<file path="src/rtl/mem_wb_pkg.sv">
// ---------------------------------------------------------------------------
// mem_wb_pkg
// Shared types and helpers for the MEM/WB pipeline register.
//
// The localparams here describe the default build (24-bit data, 4-bit
// destination, one slot, 16-bit retired counter). mem_wb_pipe uses them as
// its parameter defaults and re-declares the slot struct with its own
// parameter widths so that non-default builds keep the same field layout.
//
// Contents:
//   DATA_W_DEF / DEST_W_DEF / STAGES_DEF / CNT_W_DEF  default sizes
//   mem_wb_slot_t   one pipeline slot: valid, control, destination, data
//   bubble()        an empty slot (valid=0, every payload field 0)
//   slot_wb_data()  writeback data a slot would deliver (load vs ALU)
// ---------------------------------------------------------------------------
package mem_wb_pkg;

  localparam int DATA_W_DEF = 24;
  localparam int DEST_W_DEF = 4;
  localparam int STAGES_DEF = 1;
  localparam int CNT_W_DEF  = 16;

  typedef struct packed {
    logic                  valid;
    logic                  writeback_enable;
    logic                  mem_read_enable;
    logic [DEST_W_DEF-1:0] dest;
    logic [DATA_W_DEF-1:0] mem_read_data;
    logic [DATA_W_DEF-1:0] alu_result;
  } mem_wb_slot_t;

  function automatic mem_wb_slot_t bubble();
    return '0;
  endfunction

  function automatic logic [DATA_W_DEF-1:0] slot_wb_data(input mem_wb_slot_t s);
    return s.mem_read_enable ? s.mem_read_data : s.alu_result;
  endfunction

endpackage

</file>
<file path="src/rtl/mem_wb_fwd_lookup.sv">
// ---------------------------------------------------------------------------
// mem_wb_fwd_lookup
// Combinational priority matcher over the MEM/WB slot array. Reports whether
// any qualifying slot targets the queried register and, if so, the writeback
// data of the youngest such slot (slot 0 is youngest).
//
// Ports:
//   slot_qual  in  [STAGES]          slot is valid and writes the register file
//   slot_dest  in  [STAGES][DEST_W]  destination register per slot
//   slot_data  in  [STAGES][DATA_W]  selected writeback data per slot
//   query      in  DEST_W            register index being looked up
//   hit        out 1                 some qualifying slot matches
//   data       out DATA_W            youngest matching slot's data, 0 on miss
// ---------------------------------------------------------------------------
module mem_wb_fwd_lookup
  import mem_wb_pkg::*;
#(
  parameter int DATA_W = DATA_W_DEF,
  parameter int DEST_W = DEST_W_DEF,
  parameter int STAGES = STAGES_DEF
) (
  input  logic [STAGES-1:0]             slot_qual,
  input  logic [STAGES-1:0][DEST_W-1:0] slot_dest,
  input  logic [STAGES-1:0][DATA_W-1:0] slot_data,
  input  logic [DEST_W-1:0]             query,
  output logic                          hit,
  output logic [DATA_W-1:0]             data
);

  // Scan oldest to youngest so a younger match overwrites an older one;
  // the final assignment therefore comes from the youngest matching slot.
  always_comb begin
    hit  = 1'b0;
    data = '0;
    for (int k = STAGES - 1; k >= 0; k--) begin
      if (slot_qual[k] && (slot_dest[k] == query)) begin
        hit  = 1'b1;
        data = slot_data[k];
      end
    end
  end

endmodule

</file>
<file path="src/rtl/mem_wb_pipe.sv">
// ---------------------------------------------------------------------------
// mem_wb_pipe
// Parametrised MEM/WB pipeline register between the memory stage and the
// register-file write port. Carries writeback control, destination and data
// through STAGES slots, with valid tracking, stall/flush, writeback data
// selection, a forwarding lookup across all slots and a retired counter.
//
// Parameters:
//   DATA_W  data width (load data, ALU result, writeback data)
//   DEST_W  destination register index width
//   STAGES  number of slots, 1..4; outputs lag capture by STAGES-1 edges
//   CNT_W   retired-instruction counter width (wraps)
//
// Ports:
//   clk, rst                 clock; synchronous active-high reset
//   stall                    hold every slot and the counter
//   flush                    load a bubble into slot 0 (beats stall there)
//   valid_in, writeback_enable, mem_read_enable, instruction_dest,
//   mem_read_data, alu_result
//                            incoming instruction from the memory stage
//   fwd_query                register index for the forwarding lookup
//   valid_out .. alu_result_out
//                            contents of the last slot
//   wb_data                  last slot's selected writeback data
//   fwd_hit, fwd_data        forwarding result over all slots
//   retired_count            instructions that have left the last slot
// ---------------------------------------------------------------------------
module mem_wb_pipe
  import mem_wb_pkg::*;
#(
  parameter int DATA_W = DATA_W_DEF,
  parameter int DEST_W = DEST_W_DEF,
  parameter int STAGES = STAGES_DEF,
  parameter int CNT_W  = CNT_W_DEF
) (
  input  logic              clk,
  input  logic              rst,
  input  logic              stall,
  input  logic              flush,
  input  logic              valid_in,
  input  logic              writeback_enable,
  input  logic              mem_read_enable,
  input  logic [DEST_W-1:0] instruction_dest,
  input  logic [DATA_W-1:0] mem_read_data,
  input  logic [DATA_W-1:0] alu_result,
  input  logic [DEST_W-1:0] fwd_query,
  output logic              valid_out,
  output logic              writeback_enable_out,
  output logic              mem_read_enable_out,
  output logic [DEST_W-1:0] instruction_dest_out,
  output logic [DATA_W-1:0] mem_read_data_out,
  output logic [DATA_W-1:0] alu_result_out,
  output logic [DATA_W-1:0] wb_data,
  output logic              fwd_hit,
  output logic [DATA_W-1:0] fwd_data,
  output logic [CNT_W-1:0]  retired_count
);

  // Same layout as mem_wb_slot_t, sized by this instance's parameters.
  typedef struct packed {
    logic              valid;
    logic              writeback_enable;
    logic              mem_read_enable;
    logic [DEST_W-1:0] dest;
    logic [DATA_W-1:0] mem_read_data;
    logic [DATA_W-1:0] alu_result;
  } slot_t;

  function automatic slot_t empty_slot();
    return '0;
  endfunction

  function automatic logic [DATA_W-1:0] sel_wb(input slot_t s);
    return s.mem_read_enable ? s.mem_read_data : s.alu_result;
  endfunction

  slot_t                         slot_p [STAGES];
  slot_t                         slot_in_p0;
  slot_t                         last_slot;
  logic                          load_p0;
  logic                          shift_p;
  logic                          retire;
  logic [STAGES-1:0]             fwd_qual;
  logic [STAGES-1:0][DEST_W-1:0] fwd_dest;
  logic [STAGES-1:0][DATA_W-1:0] fwd_wb;

  // Incoming instruction, or a bubble when it is not real or is flushed.
  always_comb begin
    slot_in_p0 = empty_slot();
    if (valid_in && !flush) begin
      slot_in_p0.valid            = 1'b1;
      slot_in_p0.writeback_enable = writeback_enable;
      slot_in_p0.mem_read_enable  = mem_read_enable;
      slot_in_p0.dest             = instruction_dest;
      slot_in_p0.mem_read_data    = mem_read_data;
      slot_in_p0.alu_result       = alu_result;
    end
  end

  // Slot 0 reloads on flush even while stalled; older slots only shift
  // when not stalled. With one slot, a flush during stall still pushes the
  // resident instruction out, so it counts as retired.
  assign load_p0   = !stall || flush;
  assign shift_p   = !stall;
  assign last_slot = slot_p[STAGES-1];
  assign retire    = last_slot.valid && ((STAGES == 1) ? load_p0 : shift_p);

  // ---- slot 0 capture / slots 1..STAGES-1 shift ----
  always_ff @(posedge clk) begin
    if (rst) begin
      for (int k = 0; k < STAGES; k++) begin
        slot_p[k] <= empty_slot();
      end
      retired_count <= '0;
    end else begin
      if (load_p0) begin
        slot_p[0] <= slot_in_p0;
      end
      if (shift_p) begin
        for (int k = 1; k < STAGES; k++) begin
          slot_p[k] <= slot_p[k-1];
        end
      end
      if (retire) begin
        retired_count <= retired_count + CNT_W'(1);
      end
    end
  end

  // ---- last slot to register-file write port ----
  assign valid_out            = last_slot.valid;
  assign writeback_enable_out = last_slot.valid && last_slot.writeback_enable;
  assign mem_read_enable_out  = last_slot.mem_read_enable;
  assign instruction_dest_out = last_slot.dest;
  assign mem_read_data_out    = last_slot.mem_read_data;
  assign alu_result_out       = last_slot.alu_result;
  assign wb_data              = sel_wb(last_slot);

  // Flatten slot contents for the forwarding matcher.
  always_comb begin
    fwd_qual = '0;
    fwd_dest = '0;
    fwd_wb   = '0;
    for (int k = 0; k < STAGES; k++) begin
      fwd_qual[k] = slot_p[k].valid && slot_p[k].writeback_enable;
      fwd_dest[k] = slot_p[k].dest;
      fwd_wb[k]   = sel_wb(slot_p[k]);
    end
  end

  mem_wb_fwd_lookup #(
    .DATA_W (DATA_W),
    .DEST_W (DEST_W),
    .STAGES (STAGES)
  ) u_fwd_lookup (
    .slot_qual (fwd_qual),
    .slot_dest (fwd_dest),
    .slot_data (fwd_wb),
    .query     (fwd_query),
    .hit       (fwd_hit),
    .data      (fwd_data)
  );

endmodule

</file>
<file path="config.mk">
export PLATFORM = sky130hd
export DESIGN_NAME = mem_wb_pipe
export DESIGN_NICKNAME = d
export VERILOG_FILES = /design/src/rtl/mem_wb_pkg.sv /design/src/rtl/mem_wb_fwd_lookup.sv /design/src/rtl/mem_wb_pipe.sv
export SDC_FILE = /design/constraint.sdc
export NUM_CORES = 1
export LEC_CHECK = 0
export CAP_MARGIN = 20
export CELL_PAD_IN_SITES_DETAIL_PLACEMENT = 1
export CELL_PAD_IN_SITES_GLOBAL_PLACEMENT = 1
export CORE_ASPECT_RATIO = 1.4
export CORE_MARGIN = 10
export CORE_UTILIZATION = 47
export CTS_CLUSTER_DIAMETER = 200
export DETAILED_ROUTE_END_ITERATION = 7
export DONT_BUFFER_PORTS = 1
export MAX_ROUTING_LAYER = met4
export PLACE_DENSITY = 0.89
export RECOVER_POWER = 50
export SYNTH_ARGS = -nofsm -noshare
export SYNTH_HDL_FRONTEND = slang
export SYNTH_SLANG_ARGS = --single-unit
</file>
<file path="constraint.sdc">
create_clock -name clk -period 2.8 [get_ports clk]
set_clock_uncertainty 0.15 [all_clocks]
set_input_delay 0.28 -clock clk [delete_from_list [all_inputs] [get_ports clk]]
set_output_delay 0.28 -clock clk [all_outputs]
set_load 0.01 [all_outputs]
</file>
# Word-level counts from Yosys, hierarchy flattened
# Memory sizes are Yosys's and may differ from the RTL's.
# Index checks and enable logic that the tools add are counted.
# W data, S select, Z words.
# totals
mem_count	1
elab_cells	23
mem_bits_rw	55
out_inout_bits	120
in_bits	63
reg_bits	16
# memory_table
name	words	width	rd	rd_ports_with_merged_regs	write_ports	line	source
slot_p	1	55	1	0	1	mem_wb_pipe.sv:77	slot_t slot_p [STAGES];
# op_classes
muxes	11
eq_ne	1
n_addsub	1
reduce_logical	8
# ops
operator	n
$mux W55	2
$reduce_or A55 Y1	1
$mux W24	2
$add A16 B1 Y16 const B	1
$mux W1	7
$eq A4 B4 Y1	1
$logic_and A1 B1 Y1	4
$logic_not A1 Y1	2
$logic_or A1 B1 Y1	1

# Logic depth before layout (Yosys ltp)
# Gate-level depths: netlist (run 1).
# depth
depth_word	7
depth_mapped	5
ltp_nobuf	4

# Hierarchy
# From an unflattened synthesis (run 1), not the netlist that was laid out.
# unflattened
hier_cells	341
area_unflattened_um2	3900.0
# modules_own_cells
module	area_each_um2	n_inst	cells_per_inst
mem_wb_pipe	3454.6	1	280
mem_wb_fwd_lookup	445.4	1	61

# Worst setup path after synthesis (run 1)
# No wires, ideal clock.
# synth_path
kind	input to register
startpoint	input rst
endpoint	memory slot_p[0][0] (netlist bit), enable pin
n_path_buf	1
arrival_ns	1.938
t_required_ns	2.228
setup_ns	0.422
path_slack_ns	0.290
path_stages	2
path_cell_list	clkbuf_1 > nand2b_1
# synth_via
elab_chain_len	4
elab_cells_between_ends	6
cone_classes	mux: 5; reduce/logical: 1
# synth_rtl
element	line	source
start, declared	mem_wb_pipe.sv:37	input logic rst,
$mux W1	mem_wb_pipe.sv:110	if (rst) begin
$mux W1 (implied by the code)	mem_wb_pipe.sv:117	slot_p[0] <= slot_in_p0;
$reduce_or A55 Y1 (no source line)	n/a	
$mux W1 (no source line) (*)	n/a	
end, declared	mem_wb_pipe.sv:77	
# Every way passes the cells marked *; elsewhere a longest branch is shown, timed or not.

# Worst setup path in the final report (run 1)
# layout_path
startpoint	memory slot_p[0][51] (netlist bit)
endpoint	output fwd_data[23]
# layout_via
elab_chain_len	4
# layout_rtl
element	line	source
$mem_v2 Z1 W55	n/a	
$eq A4 B4 Y1	mem_wb_fwd_lookup.sv:36	if (slot_qual[k] && (slot_dest[k] == query)) begin
$logic_and A1 B1 Y1	mem_wb_fwd_lookup.sv:36	
$mux W24	mem_wb_fwd_lookup.sv:36	
end, declared	mem_wb_pipe.sv:55	output logic [DATA_W-1:0] fwd_data,
# Every way passes these cells.

==> summary.md, run 1 <==
| Metric | Value |
|---|---|
| Status | `finished, final reports clean` |
| # nets final | `408` |
| DRC | `0` |
| P&R area growth vs syn | `16.5%` |
| Synthesized net count | `380` |
| Met2 usage | `~33%` |
| Critical-path cell list | `xor2_1 -> nor3_1 -> nand3_1 -> buf_4 -> nor2b_1 -> buf_4` |
| Ys flop type | `edfxtp_1` |
| Endpoints failing setup | `0` |
| CTS tree | `done` |
| Post-synthesis simple-gate area fraction | `roughly a fifth` |
| IO Port Bufs | `0` |
| Clock Latency Late Sink | `330 ps` |
| Busiest layer in global routing | `met2` |
| Routed vias/inst | `5.22` |
| GP Congestion | `roughly 0.75` |
| Die X | `approximately 95 µm` |
| Top post-synthesis cells by count | `and2_1 (55), edfxtp_1 (55), buf_4 (52)` |
| Register area | `1970 µm²` |
| Total routed wirelength | `10.6 mm` |
| Adder-Cell Fraction of Synth Area | `less than 1%` |
| GR Util All Layers | `~18%` |
| Worst endpoint data arrival time | `1980 ps` |
| Placeable Area | `approximately 7700 µm²` |
| Maxcap violations | `0` |
| Crit path time final | `2410 ps` |
| Multi-input gate area | `1250 µm²` |
| Hpwl dp | `approximately 7.8 mm` |
| Initial DRT Pass Iterations | `4` |
| RSZ-0062 raised after global routing | `no` |
| Final period util | `between 80% and 90%` |
| Synth top area share | `44.9%` |
| First-pass GRT wire length | `16.2 mm` |
| H-tree lvl count | `3` |
| Vias in the first global route | `2697` |
| Worst VDD drop | `around 0.27 mV` |
| Num CTS Buffers | `9` |
| Leakage power | `1.67 nW` |
| Fraction of the mapped netlist area in compound gates | `under 10%` |
| Worst Hold Class | `in -> reg` |
| Pin count of the biggest net entering global routing | `31` |
| Setup Fix Bufs, Post-CTS | `0` |
| Num rows | `38` |
| Crit-path max cell delay | `roughly 480 ps` |
| Met1 Use GR | `about 16%` |
| Achievable Freq | `0.415 GHz` |
| Final Hold Viols | `0` |
| Class of the most critical setup path | `reg -> out` |
| Die Ht | `between 100 and 150 µm` |
| Max Slew Vio Count | `0` |
| Post-route ant nets | `0` |
| Total power | `~0.0022 W` |
| DR iter-0 viols | `between 80 and 90` |
| I/O Pins | `roughly 180` |
| Clk slew on worst S/H paths | `60 ps` |
| Synth Cell Area | `about 3700 µm²` |
| PwrDens | `around 500 nW/µm²` |
| Clock buffer depth | `2` |
| Root Driver | `clkbuf_8` |
| Number of synthesis warnings | `0` |
| CP max stage cell | `edfxtp_1` |
| Synth Area in XOR/XNOR | `around 2.6%` |
| Design Area, Final | `around 4300 µm²` |
| Top post-synthesis cells by area | `edfxtp_1 (45%), buf_4 (11%), and2_1 (9.3%)` |
| CP Data Required Time | `between 2000 and 2500 ps` |
| Post-DP Area | `about 3600 µm²` |
| Average routed wire per standard cell | `about 23 µm` |
| Synthesized area per cell | `11.6 µm²` |
| Max Fanout on Critical Path | `16` |
| Cells after synthesis | `about 320` |
| Post-synthesis sequential area ratio | `53.6%` |
| FF+latch count, synth | `between 70 and 80` |
| Largest family of logic cells by synthesized area | `simple AND/OR/NAND/NOR gates` |
| Crit path launch type | `flop` |
| Yosys cell types | `33` |
| Cell mode on critical path | `buf_4` |
| Via count | `2354` |
| Relative slew slack | `15.6%` |
| Area leader, netlist | `edfxtp_1` |
| Total die area | `11800 µm²` |
| Layout fillers | `around 790` |
| Slew @ Worst Pin | `approximately 1300 ps` |
| Starting Density | `between 40% and 50%` |
| Initial antenna violation count | `2` |
| CP Capture Type | `output pin` |
| EDFF count, synth | `55` |
| Met3 Use GR | `approximately 8.5%` |
| Synth async-reset ratio | `0%` |
| Total grt overflow | `0` |
| Post-route setup TNS | `0 ps` |
| Fin Hold WS | `17.5 ps` |
| Layout cell share with drive strength beyond 1 | `roughly a fifth` |
| Multiplexer area fraction after synthesis | `under 10%` |
| TritonCTS Sinks | `approximately 70` |
registers in the layout, indices dropped and copies added (netlist names):
register / cells
retired_count: 16
slot_p: 55
through the flow:
| stage | util, % | setup WS, ps | std cells |
|---|---|---|---|
| finish | 55.7 | 388 | 451 |
| detailed placement | 46.9 | 682 | 381 |
| global placement | 46.9 | 732 | 381 |
| global route | 55.7 | 248 | 451 |
| floorplan | - | 290 | 316 |
| CTS | 55.6 | 397 | 446 |
area by class of cell:
| class | instances | area share, % |
|---|---|---|
| antenna | 2 | 0.117 |
| inverter | 5 | 0.438 |
| tap | 100 | 2.92 |
| sequential | 71 | 46.0 |
| clock buffer | 16 | 4.20 |
| timing repair buffer | 82 | 17.3 |
| multi-input combinational | 175 | 29.1 |
routing by layer:
layer | up-vias | wire, µm
met4 | 0 | 260
met1 | 1144 | 3340
met3 | 19 | 1130
li1 | 1086 | -
met5 | - | 0
met2 | 105 | 5850
critical path: cells and delay by family (launching register included):
family                    cells  cell delay (ps)
xor gates and xnor gates      1              180
buffers and inverters         2              370
and+or+nand+nor               3              620
DFF                           1              480
power breakdown:
group	total [W]	switching (W)	leakage (nW)	internal, W
combinational	0.000171	0.0000789	0.819	0.0000922
sequential	0.00124	0.0000588	0.764	0.00118
clock	0.000741	0.000344	0.0910	0.000397
worst paths after layout:
kind / from / to / slack, ps / cells past startpoint
hold reg to reg: retired_count[14]$_SDFFE_PP0P_ / retired_count[14]$_SDFFE_PP0P_ / 410 / 2
hold / removal: mem_read_data[14] / slot_p[0][38]$_SDFFCE_PN0P_ / 20 / 1
setup reg to reg: slot_p[0][54]$_SDFFCE_PN0P_ / retired_count[15]$_SDFFE_PP0P_ / 650 / 4
setup / recovery: slot_p[0][51]$_SDFFCE_PN0P_ / fwd_data[23] / 390 / 6
cells by family after synthesis:
logic type,Yosys count
compound gates,13
xor+xnor,11
fa+ha+maj,1
buf+inv,70
flops,71
mux,26
simple gates,124
cells in the final DEF (no fill, tap or decap), drive strengths merged, types with 7 or more instances in the layout:
| cell type | netlist | layout |
|---|---|---|
| edfxtp | 55 | 55 |
| a21oi | 7 | 7 |
| clkbuf | 11 | 18 |
| nor2 | 9 | 9 |
| nand3 | 7 | 7 |
| buf | 54 | 28 |
| dfxtp | 16 | 16 |
| nor2b | 26 | 26 |
| mux2 | 26 | 26 |
| xor2 | 7 | 7 |
| dlygate4sd3 | 0 | 52 |
| and2 | 55 | 55 |
repair_timing:
item                                   4_1_cts  5_1_grt
hold buffers                                49        3
resized for setup                            0        0
endpoints found under the hold margin       62        3
No activity file was read; power rests on OpenSTA's default activity.
==> run 2, diff against run 1 <==
--- a/config.mk
+++ b/config.mk
@@ -10,12 +10,12 @@
 export CELL_PAD_IN_SITES_GLOBAL_PLACEMENT = 1
 export CORE_ASPECT_RATIO = 1.4
 export CORE_MARGIN = 10
-export CORE_UTILIZATION = 47
+export CORE_UTILIZATION = 40
 export CTS_CLUSTER_DIAMETER = 200
 export DETAILED_ROUTE_END_ITERATION = 7
 export DONT_BUFFER_PORTS = 1
 export MAX_ROUTING_LAYER = met4
-export PLACE_DENSITY = 0.89
+export PLACE_DENSITY = 0.79
 export RECOVER_POWER = 50
 export SYNTH_ARGS = -nofsm -noshare
 export SYNTH_HDL_FRONTEND = slang
==> run 2 against run 1 <==
The flow now finishes with violations (capacitance limit, slew limit). Fmax is 4.1% higher. Worst hold slack worse by 4.4 ps. Sequential power hardly changed. Critical path depth is 1 lower. Count of clock-buffer cells in the layout is 4 lower. Utilization is 7.0 points lower. Setup slack better by 95 ps. First-iteration DRC count is 35% lower. Die area is 14% higher. Sequential cell count stayed put. Routed wire length is 0.10% higher. Critical path type unchanged. Critical endpoint is now fwd_data[6]. Largest power group is now clock.
==> summary.md, run 2 (synthesis results as in run 1) <==
| Metric | Value |
|---|---|
| Clk slew on worst S/H paths | `60 ps (about the same)` |
| Crit path launch type | `flop` |
| Pin count of the biggest net entering global routing | `56 (+81%)` |
| Layout cell share with drive strength beyond 1 | `20.4% (+0.64 points)` |
| Placeable Area | `8980 µm² (+17%)` |
| Pre-CTS WS | `669 ps (-12.9 ps)` |
| CP Capture Type | `output pin` |
| Largest register FFs | `55 (unchanged)` |
| Class of the most critical setup path | `reg -> out` |
| Max Slew Vio Count | `56 (+56)` |
| Die Ht | `134 µm (+7.1%)` |
| Total die area | `13500 µm² (+14%)` |
| Root Driver | `clkbuf_16` |
| Achievable Freq | `0.431 GHz (+4.1%)` |
| Final Hold Viols | `0 (unchanged)` |
| Reg2Reg Depth | `4 (unchanged)` |
| Worst Hold Class | `in -> reg` |
| Cell mode on critical path | `buf_4` |
| Final WS setup | `482 ps (+94.6 ps)` |
| Starting Density | `41.0% (-6.8 points)` |
| First-pass GRT wire length | `15.8 mm (-2.1%)` |
| Worst VDD drop | `0.331 mV (+22%)` |
| I/O Pins | `183 (unchanged)` |
| RSZ-0062 raised after global routing | `no` |
| Post-route ant nets | `0 (unchanged)` |
| Total grt overflow | `0 (unchanged)` |
| Register with the most flip-flops | `slot_p` |
| Worst endpoint data arrival time | `1890 ps (-90 ps)` |
| DRC | `0 (unchanged)` |
| Relative slew slack | `-24.6% (-40 points)` |
| Status | `finished, violations left` |
| Most frequent cells in the layout | `edfxtp_1 (55), dlygate4sd3_1 (43), and2_0 (42)` |
| Post-route setup TNS | `0 ps (unchanged)` |
| Final period util | `82.8% (-3.4 points)` |
| Vias in the first global route | `2631 (-2.4%)` |
| Fin Hold WS | `13.1 ps (-4.40 ps)` |
| Crit-path max cell delay | `560 ps (+80 ps)` |
| Via count | `2316 (-1.6%)` |
| Endpoints failing setup | `0 (unchanged)` |
| Maxcap violations | `1 (+1)` |
| Crit path capture | `fwd_data[6]` |
| H-tree lvl count | `3 (unchanged)` |
| Crit path launch | `slot_p[0][54]$_SDFFCE_PN0P_` |
| Layout fillers | `926 (+17%)` |
| Die X | `101 µm (+6.6%)` |
| FF-to-FF Start | `slot_p[0][54]$_SDFFCE_PN0P_` |
| R2R Setup Slk | `670 ps (+20 ps)` |
| Num rows | `41 (+7.9%)` |
| Largest registers | `slot_p (55), retired_count (16)` |
| Average routed wire per standard cell | `23.6 µm (+0.77%)` |
| Initial DRT Pass Iterations | `4 (unchanged)` |
| Hpwl dp | `7.58 mm (-2.4%)` |
| Clock buffer depth | `2 (unchanged)` |
| Total routed wirelength | `10.6 mm (+0.10%)` |
| CTS tree | `done` |
| TritonCTS Sinks | `71 (unchanged)` |
| CP max stage cell | `edfxtp_1` |
| FF-to-FF End | `retired_count[13]$_SDFFE_PP0P_` |
| # nets final | `397 (-2.7%)` |
| IO Port Bufs | `0 (unchanged)` |
| P&R area growth vs syn | `18.8%` |
| Leakage power | `1.68 nW (+0.64%)` |
| CP Data Required Time | `2370 ps (about the same)` |
| Most common library cell in the layout ignoring fill and taps | `edfxtp_1` |
| Clock Latency Late Sink | `330 ps (about the same)` |
| Critical-path cell list | `and2_1 -> nand3_1 -> buf_4 -> nor2b_1 -> buf_4` |
| DR iter-0 viols | `55 (-35%)` |
| Register area | `1970 µm² (unchanged)` |
| # resized after CTS | `0 (unchanged)` |
| GP Congestion | `0.746 (-0.31%)` |
| Num CTS Buffers | `9 (unchanged)` |
| GR Util All Layers | `15.6% (-2.8 points)` |
| Initial antenna violation count | `3 (+1)` |
| Max Fanout on Critical Path | `25 (+9)` |
| PwrDens | `621 nW/µm² (+24%)` |
| Routed vias/inst | `5.17 (-0.96%)` |
| Multi-input gate area | `1240 µm² (-0.50%)` |
| Slew @ Worst Pin | `1870 ps (+606 ps)` |
| Crit path time final | `2320 ps (-94.6 ps)` |
| Total power | `0.00271 W (+26%)` |
| Failing checks | `capacitance limit, slew limit` |
==> run 2: changes by cell type in the layout (fill, tap and decap cells not counted), sizes merged <==
cell | before | now
dlygate4sd3 | 52 | 43
clkbuf | 18 | 13
buf | 28 | 27
clkinv | 0 | 1
inv | 5 | 6
diode | 2 | 3
bufinv | 0 | 2
==> run 2: timing repair <==
item	4_1_cts	5_1_grt
hold endpoints to repair	56	0
hold buffers	43	0
setup buffers	0	0
==> run 2: power by group <==
part	leakage, nW	switching, W	total (W)	internal, W
Combinational	0.747	0.0000772	0.000162	0.0000844
Sequential	0.764	0.0000597	0.00124	0.00118
Clock	0.173	0.000425	0.00131	0.000887
==> run 2: worst min-delay path by stage <==
stage	cells after the start	slack, ps	endpoint	start
6_report	1	10	slot_p[0][39]$_SDFFCE_PN0P_	mem_read_data[15]
5_1_grt	1	20	slot_p[0][15]$_SDFFCE_PN0P_	alu_result[15]
4_1_cts	1	0.4	slot_p[0][34]$_SDFFCE_PN0P_	mem_read_data[10]
3_5_place_dp	1	210	retired_count[12]$_SDFFE_PP0P_	rst
3_3_place_gp	1	200	retired_count[6]$_SDFFE_PP0P_	rst
2_1_floorplan	1	330	slot_p[0][0]$_SDFFCE_PN0P_	alu_result[0]
==> run 2: area by class of cell <==
type                       count  share of cell area, %
sequential                    71                   45.1
multi-input combinational    175                   28.4
timing repair buffer          71                   14.9
clock buffer                  12                   6.38
tap                          107                   3.06
clock inverter                 4                   1.63
inverter                       5                  0.429
antenna                        3                  0.172
==> run 2: layer usage <==
| layer | wire length, µm | global-route usage, % |
|---|---|---|
| met1 | 3250 | 12.9 |
| met2 | 5790 | 28.0 |
| met3 | 1330 | 8.13 |
| met4 | 222 | 6.37 |
| met5 | 0 | - |
==> run 2: stage by stage <==
stage,cells,util (%),area [µm²]
floorplan,316,-,3680
global placement,386,40.2,3610
detailed placement,386,40.2,3610
CTS,445,48.9,4390
global route,448,48.7,4370
finish,448,48.7,4370
==> run 2: worst max-delay path: cells and delay by family, from the launching register on <==
kind,cells,cell delay (ps)
buffers and inverters,2,380
and+or+nand+nor,3,590
DFF,1,560
==> run 3, diff against run 2 <==
--- a/config.mk
+++ b/config.mk
@@ -5,6 +5,7 @@
 export SDC_FILE = /design/constraint.sdc
 export NUM_CORES = 1
 export LEC_CHECK = 0
+export ABC_AREA = 1
 export CAP_MARGIN = 20
 export CELL_PAD_IN_SITES_DETAIL_PLACEMENT = 1
 export CELL_PAD_IN_SITES_GLOBAL_PLACEMENT = 1
@@ -15,7 +16,7 @@
 export DETAILED_ROUTE_END_ITERATION = 7
 export DONT_BUFFER_PORTS = 1
 export MAX_ROUTING_LAYER = met4
-export PLACE_DENSITY = 0.79
+export PLACE_DENSITY = 0.85
 export RECOVER_POWER = 50
 export SYNTH_ARGS = -nofsm -noshare
 export SYNTH_HDL_FRONTEND = slang
==> constraint.sdc (replaced) <==
create_clock -name clk -period 2.1 [get_ports clk]
set_clock_uncertainty 0.15 [all_clocks]
set_input_delay 0.21 -clock clk [delete_from_list [all_inputs] [get_ports clk]]
set_output_delay 0.21 -clock clk [all_outputs]
set_load 0.01 [all_outputs]
==> run 3 against run 2 <==
Sequential cell count is the same. Highest routed layer unchanged. Sequential power grew 35%. Register-to-register slack lost 210 ps. Global-route usage grew 3.1 points. Area after synthesis grew 8.6%. Cell area grew 11%. The flow finishes with violations (setup timing). Final cell count grew 46%.
==> summary.md, run 3 <==
| Metric | Value |
|---|---|
| GP Congestion | `0.835 (+12%)` |
| Total die area | `14400 µm² (+7.1%)` |
| Maxcap violations | `0 (-1)` |
| Endpoints failing setup | `18 (+18)` |
| Post-route ant nets | `0 (unchanged)` |
| Max Fanout on Critical Path | `6 (-76%)` |
| Clock Latency Late Sink | `320 ps (about the same)` |
| IO Port Bufs | `0 (unchanged)` |
| Synthesized net count | `558 (+47%)` |
| Initial antenna violation count | `2 (-1)` |
| Total routed wirelength | `14.2 mm (+34%)` |
| Design Area, Final | `4870 µm² (+11%)` |
| Failing checks | `setup timing` |
| Worst VDD drop | `0.357 mV (+7.8%)` |
| DR iter-0 viols | `84 (+53%)` |
| Total power | `0.00342 W (+26%)` |
| CTS tree | `done` |
| Leakage power | `2.23 nW (+32%)` |
| Final period util | `105%` |
| Pin count of the biggest net entering global routing | `56 (unchanged)` |
| CP Data Required Time | `1740 ps (-630 ps)` |
| Crit path capture | `fwd_data[1]` |
| Class of the most critical setup path | `reg -> out` |
| Vias in the first global route | `3515 (+34%)` |
| Post-synthesis sequential area ratio | `49.3% (-4.2 points)` |
| Total grt overflow | `0 (unchanged)` |
| Clock buffer depth | `2 (unchanged)` |
| Register with the most flip-flops | `slot_p` |
| Routed vias/inst | `4.84 (-6.4%)` |
| Final Hold Viols | `0 (unchanged)` |
| FF+latch count, synth | `71 (unchanged)` |
| P&R area growth vs syn | `21.8%` |
| Num CTS Buffers | `9 (unchanged)` |
| Most common library cell in the layout ignoring fill and taps | `inv_1` |
| Count leader, synth | `inv_1` |
| Fin Hold WS | `14.8 ps (+1.71 ps)` |
| Synthesized area per cell | `8.09 µm² (-31%)` |
| Placeable Area | `9850 µm² (+9.7%)` |
| H-tree lvl count | `3 (unchanged)` |
| Final Non-Filler Cells | `652 (+46%)` |
| Die X | `104 µm (+3.4%)` |
| PwrDens | `702 nW/µm² (+13%)` |
| EDFF count, synth | `55 (unchanged)` |
| Yosys cell types | `29 (-12%)` |
| Starting Density | `40.6% (-0.40 points)` |
| Relative slew slack | `45.3% (+70 points)` |
| FF-to-FF Start | `retired_count[1]$_SDFFE_PP0P_` |
| RSZ-0062 raised after global routing | `yes` |
| GR Util All Layers | `18.7% (+3.1 points)` |
| Crit path time final | `~2200 ps` |
| # nets final | `573 (+44%)` |
| Area leader, netlist | `edfxtp_1` |
| FF-to-FF End | `retired_count[12]$_SDFFE_PP0P_` |
| CP Capture Type | `output pin` |
| Num rows | `43 (+4.9%)` |
| Worst endpoint data arrival time | `1850 ps (-40 ps)` |
| Top post-synthesis cells by area | `edfxtp_1 (41%), inv_1 (12%), buf_4 (9.8%)` |
| Dpl cells | `571 (+48%)` |
| R2R Setup Slk | `460 ps (-210 ps)` |
| Initial DRT Pass Iterations | `5 (+1)` |
| Root Driver | `clkbuf_16` |
| TritonCTS Sinks | `71 (unchanged)` |
| Average routed wire per standard cell | `21.7 µm (-8.1%)` |
| Slew @ Worst Pin | `821 ps (-1050 ps)` |
| I/O Pins | `183 (unchanged)` |
| Largest register FFs | `55 (unchanged)` |
| Cells after synthesis | `494 (+56%)` |
| Synth async-reset ratio | `0% (unchanged)` |
| Synth Cell Area | `4000 µm² (+8.6%)` |
| Synth top area share | `41.3% (-3.6 points)` |
| Die Ht | `138 µm (+3.6%)` |
| Clk slew on worst S/H paths | `50 ps (about the same)` |
| Post-DP Area | `3790 µm² (+5.1%)` |
| Number of synthesis warnings | `0 (unchanged)` |
| Crit path launch | `slot_p[0][50]$_SDFFCE_PN0P_` |
| Hpwl dp | `8.70 mm (+15%)` |
| DRC | `0 (unchanged)` |
| Most frequent cells in the layout | `inv_1 (121), nor2_1 (76), nand2_1 (56)` |
| Max Slew Vio Count | `0 (-100%)` |
| Status | `finished, violations left` |
| Largest registers | `slot_p (55), retired_count (16)` |
| Crit path launch type | `flop` |
| Reg2Reg Depth | `7 (+3)` |
| Layout cell share with drive strength beyond 1 | `13.6% (-6.8 points)` |
| Top post-synthesis cells by count | `inv_1 (123), nor2_1 (98), nand2_1 (56)` |
| First-pass GRT wire length | `20.7 mm (+31%)` |
| Final WS setup | `-109 ps (-591 ps)` |
| Ys flop type | `edfxtp_1` |
| Via count | `3156 (+36%)` |
| Post-route setup TNS | `-1150 ps (-1150 ps)` |
| Achievable Freq | `approximately 0.45 GHz` |
| Worst Hold Class | `in -> reg` |
-- run 3: cell types whose count changed in the layout (fill, tap and decap cells not counted), sizes merged, moves of 6 or more --
cell,previous run,this run
and2,55,0
buf,27,10
dlygate4sd3,43,55
inv,6,123
mux2,26,0
nand2,5,60
nand3,7,13
nor2,9,105
nor2b,26,0
o21ai,4,28
-- run 3: critical path, cell delays in order, from the launching register on --
cell and delay (ps):
edfxtp_1 480, xor2_2 230, nor2_4 130, buf_12 130, nand4_4 140, buf_12 200
nor2_4 90, buf_6 110
-- run 3: how the worst min path moves through the flow --
stage               from                        endpoint  cells past startpoint
finish               rst   retired_count[2]$_SDFFE_PP0P_                      3
detailed placement   rst  retired_count[15]$_SDFFE_PP0P_                      1
CTS                  rst   retired_count[2]$_SDFFE_PP0P_                      3
global route         rst   retired_count[2]$_SDFFE_PP0P_                      3
global placement     rst  retired_count[15]$_SDFFE_PP0P_                      1
floorplan            rst  retired_count[15]$_SDFFE_PP0P_                      1
-- run 3: logic make-up after synthesis --
group	after synthesis	synth area share (%)
flip-flops	71	49.3
AND/OR/NAND/NOR	188	20.9
adder cells (fa/ha/maj)	1	0.313
XOR/XNOR	2	0.438
buffers and inverters	190	23.6
AO/OA/AOI/OAI	42	5.45
-- run 3: area by class of cell --
cell class | instances | area (µm²)
clock buffer | 11 | 233
sequential | 71 | 1970
multi-input combinational | 235 | 1260
fill | 1156 | 4980
timing repair buffer | 68 | 722
clock inverter | 5 | 25.0
inverter | 124 | 478
tap | 135 | 169
antenna | 3 | 7.51
-- run 3: metrics by stage --
| step | setup WS, ps | utilization [%] |
|---|---|---|
| floorplan | 86.2 | - |
| global placement | 307 | 38.5 |
| detailed placement | 156 | 38.5 |
| finish | -109 | 49.5 |
| CTS | -58.9 | 48.2 |
| global route | -183 | 49.5 |
-- run 3: power by group --
group	internal [W]	leakage [nW]	switching (W)
clock network	0.000788	0.124	0.000557
logic	0.000138	1.34	0.000257
registers	0.00158	0.763	0.0000929
total	0.00251	2.23	0.000907
-- run 3: metal layers --
layer	up-vias	global-route usage, %	part of all wire, %	wire length (µm)
met2	143	34.7	56	7910
met5	-	-	0	0
met1	1526	16.9	35	4920
met4	0	6.17	0.80	114
li1	1477	-	-	-
met3	10	7.16	8.7	1230
-- run 3: what timing repair did --
item                       in CTS  in global routing
setup endpoints to repair      25                 25
buffers inserted                2                  2
gates resized for setup        25                 24
hold endpoints to repair       58                  0
pin swaps                       6                  3
gates cloned                    2                  1
hold buffers                   55                  0
